File: src/rtl/clock_div_pkg.sv
// Shared constants and helpers for the programmable clock divider.
// The RTL and the testbench model both use these clamp rules.
package clock_div_pkg;

    localparam int unsigned MIN_DIV = 2;

    // High time loaded at reset for a given divisor.
    function automatic int unsigned reset_high(input int unsigned div);
        return div >> 1;
    endfunction

    function automatic int unsigned clamp_div(input int unsigned div);
        return (div < MIN_DIV) ? MIN_DIV : div;
    endfunction

    // div must already be clamped, so div-1 is at least 1.
    function automatic int unsigned clamp_high(input int unsigned div, input int unsigned high);
        if (high == 0) begin
            return 1;
        end
        if (high > div - 1) begin
            return div - 1;
        end
        return high;
    endfunction

endpackage

File: src/rtl/clock_div_chan.sv
// One divider channel: period counter, active and shadow settings, and
// registered clk_div/tick outputs. New settings swap in only at a period boundary.
module clock_div_chan
    import clock_div_pkg::*;
#(
    parameter int unsigned WIDTH     = 8,
    parameter int unsigned RESET_DIV = 3
) (
    input  logic             clk_in,
    input  logic             rst,
    input  logic             en,
    input  logic             load,
    input  logic [WIDTH-1:0] load_div,
    input  logic [WIDTH-1:0] load_high,
    output logic             clk_div,
    output logic             tick,
    output logic             pending
);

    localparam logic [WIDTH-1:0] RST_DIV  = WIDTH'(RESET_DIV);
    localparam logic [WIDTH-1:0] RST_HIGH = WIDTH'(reset_high(RESET_DIV));

    logic [WIDTH-1:0] cnt_reg, cnt_next;
    logic [WIDTH-1:0] div_reg, div_next;
    logic [WIDTH-1:0] high_reg, high_next;
    logic [WIDTH-1:0] sh_div_reg, sh_div_next;
    logic [WIDTH-1:0] sh_high_reg, sh_high_next;
    logic             pending_reg, pending_next;
    logic             clk_div_reg, clk_div_next;
    logic             tick_reg, tick_next;
    logic             wrap;
    logic             apply;

    always_comb begin
        cnt_next     = cnt_reg;
        div_next     = div_reg;
        high_next    = high_reg;
        sh_div_next  = sh_div_reg;
        sh_high_next = sh_high_reg;
        pending_next = pending_reg;
        clk_div_next = 1'b0;
        tick_next    = 1'b0;
        wrap         = (cnt_reg == div_reg - WIDTH'(1));
        apply        = 1'b0;

        if (en) begin
            clk_div_next = (cnt_reg < high_reg);
            tick_next    = (cnt_reg == '0);
            cnt_next     = wrap ? '0 : cnt_reg + WIDTH'(1);
            apply        = wrap && pending_reg;
        end else begin
            // A stopped channel has no period to finish, so settle the shadow now.
            cnt_next = '0;
            apply    = pending_reg;
        end

        if (apply) begin
            div_next     = sh_div_reg;
            high_next    = sh_high_reg;
            pending_next = 1'b0;
        end

        // load is only granted while pending is clear, so it never races apply.
        if (load) begin
            sh_div_next  = load_div;
            sh_high_next = load_high;
            pending_next = 1'b1;
        end
    end

    always_ff @(posedge clk_in) begin
        if (rst) begin
            cnt_reg     <= '0;
            div_reg     <= RST_DIV;
            high_reg    <= RST_HIGH;
            sh_div_reg  <= RST_DIV;
            sh_high_reg <= RST_HIGH;
            pending_reg <= 1'b0;
            clk_div_reg <= 1'b0;
            tick_reg    <= 1'b0;
        end else begin
            cnt_reg     <= cnt_next;
            div_reg     <= div_next;
            high_reg    <= high_next;
            sh_div_reg  <= sh_div_next;
            sh_high_reg <= sh_high_next;
            pending_reg <= pending_next;
            clk_div_reg <= clk_div_next;
            tick_reg    <= tick_next;
        end
    end

    assign clk_div = clk_div_reg;
    assign tick    = tick_reg;
    assign pending = pending_reg;

endmodule

File: src/rtl/clock_div_prog.sv
// Multi-channel programmable integer clock divider with a valid/ready
// configuration port; clamps requests once and routes them to one channel.
module clock_div_prog
    import clock_div_pkg::*;
#(
    parameter int unsigned CHANNELS  = 2,
    parameter int unsigned WIDTH     = 8,
    parameter int unsigned RESET_DIV = 3
) (
    input  logic                                                clk_in,
    input  logic                                                rst,
    input  logic [CHANNELS-1:0]                                 en,
    input  logic                                                cfg_valid,
    output logic                                                cfg_ready,
    input  logic [((CHANNELS > 1) ? $clog2(CHANNELS) : 1)-1:0] cfg_chan,
    input  logic [WIDTH-1:0]                                    cfg_div,
    input  logic [WIDTH-1:0]                                    cfg_high,
    output logic [CHANNELS-1:0]                                 clk_div,
    output logic [CHANNELS-1:0]                                 tick,
    output logic [CHANNELS-1:0]                                 pending
);

    localparam int CHAN_W     = (CHANNELS > 1) ? $clog2(CHANNELS) : 1;
    localparam int CHAN_SLOTS = 1 << CHAN_W;

    logic [WIDTH-1:0]      div_clamped;
    logic [WIDTH-1:0]      high_clamped;
    logic [CHAN_SLOTS-1:0] pending_ext;
    logic                  accept;
    logic [CHANNELS-1:0]   load;

    always_comb begin
        div_clamped  = WIDTH'(clamp_div(32'(cfg_div)));
        high_clamped = WIDTH'(clamp_high(32'(div_clamped), 32'(cfg_high)));
    end

    // Unused channel slots read as not pending, so out-of-range requests
    // are always accepted and then simply match no channel.
    assign pending_ext = CHAN_SLOTS'(pending);
    assign cfg_ready   = ~pending_ext[cfg_chan];
    assign accept      = cfg_valid & cfg_ready;

    generate
        for (genvar gi = 0; gi < CHANNELS; gi++) begin : g_chan
            assign load[gi] = accept && (cfg_chan == CHAN_W'(gi));

            clock_div_chan #(
                .WIDTH     (WIDTH),
                .RESET_DIV (RESET_DIV)
            ) u_chan (
                .clk_in    (clk_in),
                .rst       (rst),
                .en        (en[gi]),
                .load      (load[gi]),
                .load_div  (div_clamped),
                .load_high (high_clamped),
                .clk_div   (clk_div[gi]),
                .tick      (tick[gi]),
                .pending   (pending[gi])
            );
        end
    endgenerate

endmodule

File: config.mk
export PLATFORM = sky130hd
export DESIGN_NAME = clock_div_prog
export DESIGN_NICKNAME = d
export VERILOG_FILES = /design/src/rtl/clock_div_pkg.sv /design/src/rtl/clock_div_chan.sv /design/src/rtl/clock_div_prog.sv
export SDC_FILE = /design/constraint.sdc
export NUM_CORES = 1
export LEC_CHECK = 0
export CORE_MARGIN = 2
export CORE_UTILIZATION = 58
export DETAILED_ROUTE_END_ITERATION = 8
export GPL_TIMING_DRIVEN = 0
export PLACE_DENSITY = 0.78
export SYNTH_ARGS = -nofsm -noshare
export SYNTH_HDL_FRONTEND = slang
export SYNTH_SLANG_ARGS = --single-unit
File: constraint.sdc
create_clock -name clk_in -period 5 [get_ports clk_in]
set_input_delay 1 -clock clk_in [delete_from_list [all_inputs] [get_ports clk_in]]
set_output_delay 1 -clock clk_in [all_outputs]
set_load 0.01 [all_outputs]
==> summary.md, run 1 <==
| Metric | Value |
|---|---|
| Core ar. | 7770 um^2 |
| Nets@finish | 627 |
| Maxcap violations | 0 |
| Worst R2R Setup Slack | 2330 ps |
| Routed via count | 3,807 |
| Vias in the first global route | 3,618 |
| Critical Path RT | 5220 ps |
| Initial antenna violation count | 0 |
| Synth top area cells | dfxtp_1 (37%), mux2i_1 (8.3%), ha_1 (7.5%), nand2b_1 (7.1%), nor2_1 (5.3%) |
| RePlAce Congestion | 0.840 |
| FP Rows | 32 |
| Starting Density | 60.2% |
| Hold_buf cts | 0 |
| Sequential Power Share | 49.5% |
| Routed length on met2 | 4760 um |
| Crit Path Max Fanout | 10 |
| Leak pwr | 2.15 nW |
| Origin of the worst min-delay path | g_chan[0].u_chan.sh_div_reg[6] |
| Largest net degree at the start of global routing | 16 |
| CP top delay family | buffers and inverters |
| Io pins | 29 |
| Yosys warning count | 0 |
| Die W | 93.8 um |
| Root buf cell | clkbuf_8 |
| Post-CTS Setup Inserts | 0 |
| Crit Path Class | input port to flip-flop |
| Top sig layer | met4 |
| Dpl hpwl | 7890 um |
| Most used DFF post-synth | dfxtp_1 |
| Hold Path Cell Cnt | 2 |
| Post-synthesis cell area | 4680 um^2 |
| Worst-Margin Slew | 870 ps |
| Slew headroom | 41.4% |
| Slowest cell delay on critical path | 680 ps |
| Share of total power in the clock network | 37.5% |
| Yosys top cell area share | 36.8% |
| Arrival time worst endpoint | 4450 ps |
| Synth top cells by count | dfxtp_1 (86), nor2_1 (66), nand2b_1 (53) |
| Origin of the critical flop-to-flop path | g_chan[0].u_chan.div_reg[0] |
| Synth-to-layout area growth | 13.6% |
| Setup violators final | 0 |
| Worst skew pair latency | 350 ps |
| #FFs+latches synth | 86 |
| Vias/cell | 5.57 |
| Gate Count Post-Synth | 538 |
| TNS Setup | 0 ps |
| Drt pass-1 iters | 5 |
| Synth area leader | dfxtp_1 |
| Logic pwr share | 13.0% |
| Worst slack, placed | 424 ps |
| EDFF count, synth | 0 |
| WL met3 | 426 um |
| Synth Net Count | 588 |
| Clk slew on worst S/H paths | 90 ps |
| H-tree Lvls | 3 |
| NetSw | 0.371 mW |
| Clock skew | 17.9 ps |
| CTS buffer count | 9 |
| Fin crit share | 84.5% |
| RSZ-0062 raised after global routing | no |
| Worst Hold Path EP | g_chan[0].u_chan.sh_div_reg[6] |
| DRT met1 WL | 4910 um |
| Max Buffers Root-to-Sink | 2 |
| First-pass GRT wire length | 17,200 um |
| Yosys cell types | 54 |
| Startpoint types | input port |
| DRT antenna net count | 0 |
| Post-route DRC | 0 |
| Crit path max-delay cell type | o21ai_0 |
| Top-count cell post-synth | dfxtp_1 |
| Sequential share of the synthesized area | 36.8% |
| CTS tree | done |
| Total gr overflow | 0 |
| Post-route core utilization | 68.4% |
| Async S/R FF share, synth | 0% |
| Post-layout min period | 4230 ps |
| Post-place instance area | 5090 um^2 |
| Final hold violation count | 0 |
| Pins Over Slew Limit | 0 |
| Post-route cell area | 5320 um^2 |
| Status | complete, no violations |
| Post_cts resized | 0 |
| Cell area power density | 276 nW/um^2 |
| Worst hold-check path type | flip-flop to flip-flop |
| Reg2reg end | g_chan[0].u_chan.high_reg[4] |
| PnR worst setup slack | 775 ps |
| Drt initial violations | 223 |
| I/O Buffers | 28 |
| FMAX | 237 MHz |
| CP Cell Sequence | clkdlybuf4s50_1 -> nor4_1 -> and2_1 -> inv_1 -> o21ai_0 -> ha_1 -> a22oi_1 -> buf_1 -> mux2i_1 -> a211oi_1 |
| CP Buf/Inv Count | 3 |
| Layout cells sized above 1 | 6.70% |
| Syn avg cell area | 8.70 um^2 |
| Worst path depth | 10 |
| WL final | 10,300 um |
| Internal power | 1.10 mW |
| Die area | 8800 um^2 |
| Worst ir drop on vdd | 0.182 mV |
| Pwr Total | 1.47 mW |
| R2R depth | 11 |
| CTS Sinks | 86 |
| Die height | 93.8 um |
| # diodes | 0 |
| Switching part of the total power | 25.3% |
| GRT Util Overall | 25.0% |
| CP Capture Type | flip-flop |
| WL/cell | 15.1 um |
[tightest hold or removal path: stages, from the launching register on]
cell and delay, ps:
dfxtp_1 320, nand2_1 50, a21oi_1 50
[stage by stage]
stage          hold slack (ps)  std cells
2_1_floorplan              436        538
3_3_place_gp               445        668
3_5_place_dp               449        668
4_1_cts                    460        684
5_1_grt                    471        684
6_report                   459        684
[worst max path at each step]
stage                     startpoint                               to  slack (ps)
after floorplan           cfg_div[1]  g_chan[0].u_chan.sh_high_reg[2]        1440
after global placement    cfg_div[4]  g_chan[1].u_chan.sh_high_reg[3]         440
after detailed placement  cfg_div[4]  g_chan[1].u_chan.sh_high_reg[3]         420
after CTS                 cfg_div[2]  g_chan[1].u_chan.sh_high_reg[3]         800
after global routing      cfg_div[4]  g_chan[1].u_chan.sh_high_reg[2]         540
final                     cfg_div[5]  g_chan[0].u_chan.sh_high_reg[1]         770
[area by class of cell]
cell class | instances | area, um^2
repair buffers | 28 | 280
well taps | 102 | 128
clock inverters | 6 | 92.6
flip-flops and latches | 86 | 1720
fillers | 633 | 2450
inverters | 27 | 101
plain buffers | 32 | 178
multi-input cells | 393 | 2680
clock buffers | 10 | 138
[cell families after synthesis]
kind of cell    after synthesis  synth area share [%]
simple gates                213                  23.5
flops                        86                  36.8
compound gates               78                  11.3
buf+inv                      59                  5.96
mux                          39                  8.34
xor+xnor                     35                  6.55
fa+ha+maj                    28                  7.49
[cell usage in the layout (no fill, tap or decap), types with 18 or more instances in the layout]
| master | n |
|---|---|
| dfxtp_1 | 86 |
| nor2_1 | 66 |
| nand2b_1 | 53 |
| mux2i_1 | 39 |
| nand2_1 | 37 |
| ha_1 | 28 |
| clkdlybuf4s50_1 | 28 |
| inv_1 | 27 |
| a21oi_1 | 23 |
| clkbuf_1 | 19 |
| xor2_1 | 18 |
[routing by layer]
metal,GRT usage (%),vias up
li1,-,1898
met1,33.8,1783
met2,40.2,110
met3,3.85,16
met4,9.54,0
met5,0,-
[power groups by stage]
stage / Sequential [mW] / Combinational (mW) / Clock, mW
4_1_cts: 0.726 / 0.191 / 0.554
5_1_grt: 0.729 / 0.210 / 0.584
2_1_floorplan: 0.737 / 0.126 / 0
3_5_place_dp: 0.742 / 0.189 / 0
3_3_place_gp: 0.741 / 0.185 / 0
6_report: 0.726 / 0.191 / 0.551
Note: power is estimated with default switching activity, not from simulation.
==> run 2, diff against run 1 <==
==> constraint.sdc (replaced) <==
create_clock -name clk_in -period 4.1 [get_ports clk_in]
set_input_delay 0.82 -clock clk_in [delete_from_list [all_inputs] [get_ports clk_in]]
set_output_delay 0.82 -clock clk_in [all_outputs]
set_load 0.01 [all_outputs]
==> summary.md, run 2 (synthesis results as in run 1) <==
| Metric | Value |
|---|---|
| Status | complete, no violations (unchanged) |
| GRT Util Overall | 25.0% (unchanged) |
| WL final | 10,300 um (about the same) |
| RSZ-0062 raised after global routing | no (unchanged) |
| CTS buffer count | 9 (unchanged) |
| Routed via count | 3,803 (was 3,807) |
| CP top delay family | simple AND/OR/NAND/NOR gates (was buffers and inverters) |
| Pwr Total | 1.79 mW (was 1.47 mW) |
| Area occupied by multi-input gates | 2680 um^2 (unchanged) |
| Startpoint types | input port (unchanged) |
| Synth-to-layout area growth | 13.7% (was 13.6%) |
| Final hold violation count | 0 (unchanged) |
| Die area | 8800 um^2 (unchanged) |
| Top sig layer | met4 (unchanged) |
| Post-route DRC | 0 (unchanged) |
| CP Cell Sequence | clkdlybuf4s50_1 -> or2_2 -> or4_1 -> nor3_1 -> a21oi_1 -> ha_1 -> a21o_1 -> a21o_1 -> a21oi_1 -> a22oi_1 -> clkbuf_2 -> mux2i_1 -> a211oi_1 (was clkdlybuf4s50_1 -> nor4_1 -> and2_1 -> inv_1 -> o21ai_0 -> ha_1 -> a22oi_1 -> buf_1 -> mux2i_1 -> a211oi_1) |
| Origin of the worst min-delay path | g_chan[0].u_chan.sh_div_reg[6] (unchanged) |
| Io pins | 29 (unchanged) |
| CP Capture Type | flip-flop (unchanged) |
| Slowest cell delay on critical path | 470 ps (was 680 ps) |
| Worst R2R Setup Slack | 1440 ps (was 2330 ps) |
| FP Rows | 32 (unchanged) |
| Worst slack, placed | -296 ps (was 424 ps) |
| Initial antenna violation count | 0 (unchanged) |
| Drt initial violations | 245 (was 223) |
| Slew headroom | 60.6% (was 41.4%) |
| DRT met1 WL | 4860 um (was 4910 um) |
| Max Buffers Root-to-Sink | 2 (unchanged) |
| Origin of the critical flop-to-flop path | g_chan[0].u_chan.div_reg[0] (unchanged) |
| I/O Buffers | 28 (unchanged) |
| Cell area power density | 337 nW/um^2 (was 276 nW/um^2) |
| CP Buf/Inv Count | 2 (was 3) |
| Register area | 1720 um^2 (unchanged) |
| Worst ir drop on vdd | 0.223 mV (was 0.182 mV) |
| Nets@finish | 627 (unchanged) |
| First-pass GRT wire length | 17,200 um (unchanged) |
| Pins Over Slew Limit | 0 (unchanged) |
| Die height | 93.8 um (unchanged) |
| Worst hold-check path type | flip-flop to flip-flop (unchanged) |
| # diodes | 0 (unchanged) |
| Die W | 93.8 um (unchanged) |
| Post-layout min period | 3690 ps |
| Layout cells sized above 1 | 6.87% (was 6.70%) |
| Clock skew | 18.2 ps (was 17.9 ps) |
| Worst Hold Path EP | g_chan[0].u_chan.sh_div_reg[6] (unchanged) |
| PnR worst setup slack | 412 ps (was 775 ps) |
| Total gr overflow | 0 (unchanged) |
| Post-route cell area | 5320 um^2 (about the same) |
| Arrival time worst endpoint | 3910 ps (was 4450 ps) |
| CTS tree | done (unchanged) |
| Worst skew pair latency | 360 ps (was 350 ps) |
| Post-place instance area | 5090 um^2 (unchanged) |
| Worst path depth | 13 (was 10) |
| Commonest non-fill, non-tap cell in the layout | dfxtp_1 (unchanged) |
| H-tree Lvls | 3 (unchanged) |
| WL/cell | 15.1 um (about the same) |
| Crit Path Max Fanout | 10 (unchanged) |
| Hold_buf cts | 0 (unchanged) |
| WL met3 | 475 um (was 426 um) |
| Maxcap violations | 0 (unchanged) |
| Root buf cell | clkbuf_8 (unchanged) |
| Drt pass-1 iters | 5 (unchanged) |
| Min Hold Slack | 461 ps (was 459 ps) |
| Worst-Margin Slew | 588 ps (was 870 ps) |
| Clk slew on worst S/H paths | 90 ps (about the same) |
| Setup violators final | 0 (unchanged) |
| Vias/cell | 5.56 (was 5.57) |
| Leak pwr | 2.15 nW (about the same) |
| Crit path max-delay cell type | clkdlybuf4s50_1 (was o21ai_0) |
| Starting Density | 60.2% (unchanged) |
| Routed length on met2 | 4710 um (was 4760 um) |
| Dpl hpwl | 7890 um (unchanged) |
| R2R depth | 11 (unchanged) |
| FMAX | 271 MHz |
| CTS Sinks | 86 (unchanged) |
| Critical Path RT | 4320 ps (was 5220 ps) |
| Core ar. | 7770 um^2 (unchanged) |
| DRT antenna net count | 0 (unchanged) |
| RePlAce Congestion | 0.840 (unchanged) |
| Commonest non-fill, non-tap cells in the layout | dfxtp_1 (86), nor2_1 (66), nand2b_1 (53) (unchanged) |
| Hold Path Cell Cnt | 2 (unchanged) |
| Fin crit share | 89.9% |
| Vias in the first global route | 3,618 (unchanged) |
| Reg2reg end | g_chan[0].u_chan.high_reg[4] (unchanged) |
| Crit Path Class | input port to flip-flop (unchanged) |
| Fill cell count | 632 (was 633) |
| Largest net degree at the start of global routing | 16 (unchanged) |
==> run 2: cell types whose count changed in the layout (fill, tap and decap cells not counted) <==
cell,delta
clkbuf_2,+1
o21ai_0,-1
buf_1,-1
o21ai_1,+1
==> run 2: layer usage <==
layer  track usage (%)  vias to the layer above
li1                  -                     1903
met1              33.8                     1773
met2              40.2                      108
met3              3.85                       19
met4              9.54                        0
met5                 0                        -
==> run 2: tightest hold or removal path: cells and delay by family (launching register included) <==
kind,cells,cell delay [ps]
compound gates,1,50
flops,1,320
simple gates,1,50
==> run 2: what timing repair did <==
action,in CTS,in global routing
setup endpoints to repair,0,15
setup buffers,0,0
gates resized for setup,0,2
==> run 2: per-stage QoR <==
| step | instances | util [%] | setup TNS (ps) |
|---|---|---|---|
| after CTS | 684 | 68.4 | 0 |
| after floorplan | 538 | - | 0 |
| final | 684 | 68.5 | 0 |
| after detailed placement | 668 | 65.5 | -3430 |
| after global routing | 684 | 68.5 | 0 |
| after global placement | 668 | 65.5 | -3190 |
==> run 2: where the power goes <==
group,switching [mW],internal [mW]
Sequential,0.0211,0.865
Combinational,0.122,0.111
Clock,0.309,0.363
==> run 2: worst max path at each step <==
stage / from / end
finish: cfg_div[1] / g_chan[0].u_chan.sh_high_reg[1]
global route: cfg_div[4] / g_chan[1].u_chan.sh_high_reg[2]
CTS: cfg_div[2] / g_chan[1].u_chan.sh_high_reg[3]
detailed placement: cfg_div[4] / g_chan[1].u_chan.sh_high_reg[3]
global placement: cfg_div[4] / g_chan[1].u_chan.sh_high_reg[3]
floorplan: cfg_div[1] / g_chan[0].u_chan.sh_high_reg[2]
==> run 2: layout make-up <==
type                            count  share of cell area [%]
Buffer                             32                    3.36
Sequential cell                    86                    32.4
Clock buffer                       10                    2.59
Clock inverter                      6                    1.74
Inverter                           27                    1.91
Multi-Input combinational cell    393                    50.4
Tap cell                          102                    2.40
Timing Repair Buffer               28                    5.27
